**src/rtl/branch_target_buffer_pkg.sv**
```systemverilog
// Shared types and constants for the branch target buffer.
package branch_target_buffer_pkg;

  typedef enum bit [1:0] {
    SNT = 2'b00,
    WNT = 2'b01,
    WT  = 2'b10,
    ST  = 2'b11
  } BTB_Ctr_Enum;

  // Instructions are word aligned, so the low PC bits never index the table
  localparam int BTB_INSTR_ALIGN = 2;

endpackage

```
**src/rtl/branch_target_buffer_sat_counter.sv**
```systemverilog
// Next-state function of the 2-bit saturating direction counter.
module btb_sat_counter
  import branch_target_buffer_pkg::*;
(
  input  BTB_Ctr_Enum ctr,
  input  logic        taken,
  input  logic        jump,
  output BTB_Ctr_Enum next_ctr
);

  always_comb begin
    next_ctr = ctr;
    if (jump) begin
      next_ctr = ST;
    end else if (taken) begin
      next_ctr = (ctr == ST) ? ST : BTB_Ctr_Enum'(ctr + 2'd1);
    end else begin
      next_ctr = (ctr == SNT) ? SNT : BTB_Ctr_Enum'(ctr - 2'd1);
    end
  end

endmodule

```
**src/rtl/branch_target_buffer.sv**
```systemverilog
// Direct-mapped branch target buffer with 2-bit direction counters.
// Optional statistics counters are enabled with BTB_STATS_EN.
module branch_target_buffer
  import branch_target_buffer_pkg::*;
#(
  parameter int XLEN    = 32,
  parameter int ENTRIES = 16,
  parameter int TAG_W   = 6
) (
  input  logic            clk,
  input  logic            rst,
  input  logic [XLEN-1:0] if_pc,
  output logic            pred_hit,
  output logic            pred_taken,
  output logic [XLEN-1:0] pred_next_pc,
  input  logic            upd_valid,
  input  logic [XLEN-1:0] upd_pc,
  input  logic            upd_taken,
  input  logic            upd_jump,
  input  logic [XLEN-1:0] upd_target,
  input  logic            upd_mispredict,
  input  logic            flush
`ifdef BTB_STATS_EN
  ,
  output logic [31:0]     stat_lookups,
  output logic [31:0]     stat_hits,
  output logic [31:0]     stat_mispred
`endif
);

  localparam int IDX_W = $clog2(ENTRIES);
  localparam int IDX_LO = BTB_INSTR_ALIGN;
  localparam int TAG_LO = IDX_W + BTB_INSTR_ALIGN;

  typedef struct packed {
    logic              v;
    logic [TAG_W-1:0]  tag;
    logic [XLEN-1:0]   ta;
    BTB_Ctr_Enum       ctr;
  } entry_t;

  entry_t mem [ENTRIES];

  logic [IDX_W-1:0] lu_idx;
  logic [TAG_W-1:0] lu_tag;
  entry_t           lu_entry;
  logic [IDX_W-1:0] up_idx;
  logic [TAG_W-1:0] up_tag;
  entry_t           up_entry;
  logic             up_hit;
  BTB_Ctr_Enum      up_next_ctr;

  assign lu_idx   = if_pc[IDX_LO +: IDX_W];
  assign lu_tag   = if_pc[TAG_LO +: TAG_W];
  assign lu_entry = mem[lu_idx];
  assign up_idx   = upd_pc[IDX_LO +: IDX_W];
  assign up_tag   = upd_pc[TAG_LO +: TAG_W];
  assign up_entry = mem[up_idx];
  assign up_hit   = up_entry.v && (up_entry.tag == up_tag);

  // Lookup reads pre-update state; reset masks any stale valid bits
  always_comb begin
    pred_hit     = !rst && lu_entry.v && (lu_entry.tag == lu_tag);
    pred_taken   = pred_hit && lu_entry.ctr[1];
    pred_next_pc = if_pc + {{(XLEN-3){1'b0}}, 3'b100};
    if (pred_taken) begin
      pred_next_pc = lu_entry.ta;
    end else begin
      pred_next_pc = if_pc + {{(XLEN-3){1'b0}}, 3'b100};
    end
  end

  btb_sat_counter u_sat_counter (
    .ctr      (up_entry.ctr),
    .taken    (upd_taken),
    .jump     (upd_jump),
    .next_ctr (up_next_ctr)
  );

  // Table state: reset beats flush, flush beats update
  always_ff @(posedge clk) begin
    if (rst) begin
      for (int i = 0; i < ENTRIES; i++) begin
        mem[i] <= '{v: 1'b0, tag: '0, ta: '0, ctr: WNT};
      end
    end else if (flush) begin
      for (int i = 0; i < ENTRIES; i++) begin
        mem[i].v <= 1'b0;
      end
    end else if (upd_valid) begin
      if (up_hit) begin
        mem[up_idx].ctr <= up_next_ctr;
        if (upd_taken) begin
          mem[up_idx].ta <= upd_target;
        end
      end else if (upd_taken || upd_jump) begin
        mem[up_idx] <= '{v: 1'b1, tag: up_tag, ta: upd_target,
                         ctr: (upd_jump ? ST : WT)};
      end
    end
  end

`ifdef BTB_STATS_EN
  // Free-running wrapping statistics; flush leaves them alone
  always_ff @(posedge clk) begin
    if (rst) begin
      stat_lookups <= 32'd0;
      stat_hits    <= 32'd0;
      stat_mispred <= 32'd0;
    end else begin
      stat_lookups <= stat_lookups + 32'd1;
      stat_hits    <= stat_hits + {31'd0, pred_hit};
      stat_mispred <= stat_mispred + {31'd0, (upd_valid && upd_mispredict)};
    end
  end

  logic unused;
  assign unused = ^{if_pc, upd_pc, lu_entry};
`else
  logic unused;
  assign unused = ^{if_pc, upd_pc, lu_entry, upd_mispredict};
`endif

endmodule
```
**config.mk**
```make
export PLATFORM = sky130hd
export DESIGN_NAME = branch_target_buffer
export DESIGN_NICKNAME = d
export VERILOG_FILES = /design/src/rtl/branch_target_buffer_pkg.sv /design/src/rtl/branch_target_buffer_sat_counter.sv /design/src/rtl/branch_target_buffer.sv
export SDC_FILE = /design/constraint.sdc
export NUM_CORES = 1
export LEC_CHECK = 0
export CORE_ASPECT_RATIO = 0.9
export CORE_MARGIN = 1
export CORE_UTILIZATION = 30
export CTS_CLUSTER_DIAMETER = 60
export CTS_CLUSTER_SIZE = 10
export DETAILED_ROUTE_END_ITERATION = 10
export GPL_TIMING_DRIVEN = 0
export PLACE_DENSITY = 0.5
export SETUP_SLACK_MARGIN = 0.02
export SLEW_MARGIN = 20
export SYNTH_ARGS = -nofsm -noshare
export SYNTH_HDL_FRONTEND = slang
export SYNTH_SLANG_ARGS = --single-unit
export TNS_END_PERCENT = 20
```
**constraint.sdc**
```tcl
create_clock -name clk -period 4.7 [get_ports clk]
set_clock_uncertainty 0.2 [all_clocks]
set_input_delay 0.94 -clock clk [delete_from_list [all_inputs] [get_ports clk]]
set_output_delay 0.94 -clock clk [all_outputs]
set_load 0.005 [all_outputs]
```
==> summary.md <==
| Metric | Value |
|---|---|
| Post-layout minimum cycle time | `5.23 ns` |
| Asr flop ratio synth | `0` |
| Gate Count Post-Synth | `2,190` |
| Metal-1 WL | `48,400 um` |
| Post-synth EDFFs | `640` |
| Largest family of logic cells by synthesized area | `multiplexers` |
| Synth Area in Simple Gates | `0.144` |
| Levels on crit path | `14` |
| Total track usage | `0.217` |
| Synth Flop Type | `edfxtp_1` |
| First-pass GRT wire length | `168,000 um` |
| Critical path capture point type | `output port` |
| Mean post-synth cell area | `14.8 sq um` |
| Fin crit share | `1.11` |
| FF+latch count, synth | `656` |
| I/O pins | `137` |
| R2R Setup Slk | `0.59 ns` |
| Hold Path Class | `flip-flop to flip-flop` |
| Max stage delay on crit path | `0.50 ns` |
| Port Buffers | `102` |
| Setup TNS | `-12.60 ns` |
| Pwr Total | `14,100 uW` |
| P_leak | `0.0150 uW` |
| Type of the worst setup path | `input port to output port` |
| Chip width | `348 um` |
| Worst r2r path cells | `10` |
| Arrival time at the worst endpoint | `4.09 ns` |
| Vias in the first global route | `22,737` |
| RSZ-0062 raised after global routing | `yes` |
| Num CTS Buffers | `80` |
| CP Cell Sequence | `buf_2 -> buf_6 -> buf_2 -> a31oi_1 -> nor3_2 -> a31oi_4 -> nor4b_4 -> buf_12 -> buf_16 -> buf_12 -> buf_12 -> buf_6 -> mux2_4 -> buf_6` |
| DR vias | `22,172` |
| Count of final hold-check violations | `0` |
| Max Used Layer | `met5` |
| Met3 WL | `12,100 um` |
| Htree depth | `3` |
| Clk sink count | `656` |
| Max Transition Viols Final | `0` |
| Post-synthesis adder-cell area fraction | `0.000387` |
| Maximum vdd drop | `0.000254 V` |
| Die Ht | `313 um` |
| Setup violators final | `36` |
| Yosys warning count | `0` |
| Largest net degree at the start of global routing | `33` |
| Crit path from | `if_pc[4]` |
| Post-DP HPWL | `82,200 um` |
| Worst r2r src | `mem[10][37]` |
| CTS tree | `built` |
| Synthesized cell area | `32,300 sq um` |
| Fin nets | `2,534` |
| Via/cell ratio | `5.70` |
| Multiplexer share of the synthesized area | `0.178` |
| Slew @ Worst Pin | `1.19 ns` |
| Net Count, Synth | `2,294` |
| Hold depth | `2` |
| WL final | `120,000 um` |
| Initial Util | `0.305` |
| Layout cells sized above 1 | `0.234` |
| Final worst-path setup slack | `-0.528 ns` |
| Register with the most flip-flops | `mem` |
| Seq/Total Area, Yosys | `0.604` |
| Max cap viols | `0` |
| Max FFs per register | `656` |
| Antenna violations before repair | `18` |
| DR DRC count | `0` |
| Type of origin of the critical path | `input port` |
| Post-DRT Antenna Nets | `0` |
| Netlist cell types | `60` |
| Clk_lat worst skew | `0.64 ns` |
| CTS max path bufs | `3` |
| F_max | `191 MHz` |
| Failing checks | `negative setup slack` |
| CP Buf/Inv Count | `9` |
| WL per Instance | `30.8 um` |
| Clock root cell | `clkbuf_16` |
| Std-Cell Rows | `113` |
| Complex-gate fraction of the synthesized area | `0.0260` |
| CP max stage cell | `buf_2` |
| CP required | `3.56 ns` |
| Placer Congestion | `0.896` |
| Clock transition at the registers of the reported paths | `0.06 ns` |
| Grt total ovfl | `0` |
| Iteration count of the initial detailed-routing pass | `5` |
| Family with the most delay on the worst path | `buffers and inverters` |
| Reg-to-reg endpoint | `mem[10][12]` |
| Syn-to-layout area delta | `20.7%` |
| PD cells | `361 nW/um^2` |
| Die area | `109,000 sq um` |
| Hold Buf Count CTS | `0` |
| XOR/XNOR Fraction of Synth Area | `0.0130` |
| Max_slew headroom | `0.203` |
| Worst setup endpoint | `pred_next_pc[3]` |
| Status | `complete, but fails checks` |
| Met2 routed WL | `55,000 um` |
| Core Box Area | `106,000 sq um` |
| CP max FO | `10` |
| 1st-iter DRT viols | `2,711` |
| Biggest regs | `mem (656)` |
## cell type report
cell class / count / area [sq um]
clock buffers: 88 / 2100
flip-flops and latches: 656 / 19500
clock inverters: 15 / 190
fillers: 9948 / 67100
inverters: 9 / 33.8
repair buffers: 157 / 1800
diodes: 2 / 5.00
plain buffers: 248 / 1400
well taps: 1437 / 1800
multi-input cells: 1278 / 12200
## cells in the final DEF (no fill, tap or decap), drive strengths merged, types with 13 or more instances in the layout
cell type,count
xnor2,32
edfxtp,640
o21bai,18
a221o,19
clkdlybuf4s50,66
inv,13
mux2,34
dfxtp,16
buf,148
mux4,216
clkbuf,274
xor2,16
and3,537
nor2,126
a22o,13
a21o,16
mux2i,45
nor3,14
nand2,93
nand3,13
## how the worst min path moves through the flow
stage	from	endpoint	slack [ns]
after detailed placement	mem[0][40]	mem[0][40]	0.27
after global routing	mem[8][40]	mem[8][40]	0.31
after global placement	mem[0][40]	mem[0][40]	0.25
after floorplan	mem[0][40]	mem[0][40]	0.23
after CTS	mem[8][40]	mem[8][40]	0.29
final	mem[8][40]	mem[8][40]	0.28
## timing repair
| action | in CTS | in global routing |
|---|---|---|
| gates cloned | 5 | 1 |
| resized for setup | 371 | 30 |
| setup buffers | 39 | 12 |
| pin swaps | 11 | 10 |
| setup endpoints to repair | 867 | 219 |
| hold endpoints to repair | 0 | 0 |
## routing by layer
metal  up-vias  track usage
met5         -            0
met4        16       0.0812
met3       239       0.0589
met2      1187        0.340
met1     11641        0.287
li1       9089            -
## power breakdown
group          switching [uW]  internal [uW]
combinational             919            629
sequential               95.7           6710
clock                    2470           3270
## cell families (layout without fill, tap and decap cells)
group,Yosys count,in the layout
multiplexers,295,295
AO/OA/AOI/OAI,108,111
XOR/XNOR,48,48
buffers and inverters,259,517
other,0,2
adder cells (fa/ha/maj),1,1
AND/OR/NAND/NOR,823,823
flip-flops,656,656
## synthesized netlist by cell type, types with 5 or more instances
cell / n / area, sq um
a21o_1: 16 / 120
a21oi_1: 8 / 40.0
a221o_1: 16 / 160
a22o_1: 13 / 114
a22oi_1: 8 / 60.1
a31oi_1: 6 / 37.5
and2_1: 5 / 31.3
and3_1: 537 / 3360
buf_1: 22 / 82.6
buf_2: 31 / 155
buf_4: 6 / 45.0
clkbuf_1: 184 / 691
dfxtp_1: 16 / 320
edfxtp_1: 640 / 19200
inv_1: 8 / 30.0
mux2_2: 34 / 383
mux2i_1: 45 / 450
mux4_1: 17 / 447
mux4_2: 199 / 4480
nand2_1: 93 / 349
nand3_1: 12 / 60.1
nor2_1: 116 / 435
nor2_2: 10 / 62.6
nor3_1: 10 / 50.1
o21ai_0: 7 / 35.0
o21bai_1: 17 / 128
or2_2: 5 / 31.3
or3_1: 6 / 37.5
xnor2_1: 32 / 280
xor2_1: 16 / 140
## through the flow
| step | area (sq um) | hold slack (ns) | util | setup WS, ns | std cells |
|---|---|---|---|---|---|
| after CTS | 39000 | 0.287 | 0.367 | -0.560 | 3886 |
| after detailed placement | 35500 | 0.267 | 0.334 | -2.63 | 3740 |
| after floorplan | 32400 | 0.235 | - | -0.0131 | 2190 |
| after global routing | 39000 | 0.308 | 0.368 | -0.580 | 3889 |
| after global placement | 35200 | 0.252 | 0.331 | -3.07 | 3729 |
| final | 39000 | 0.284 | 0.368 | -0.528 | 3890 |
## worst register-to-register path: stages, from the launching register on
cell and delay [ns]:
edfxtp_1 0.36, mux2i_1 0.09, mux4_2 0.50, xor2_1 0.17, a31oi_1 0.11, or4_4 0.61, nor3_4 0.30, and2_1 0.18
clkbuf_2 0.23, buf_6 0.26, a221o_4 0.68
(Power assumes the default switching activity.)
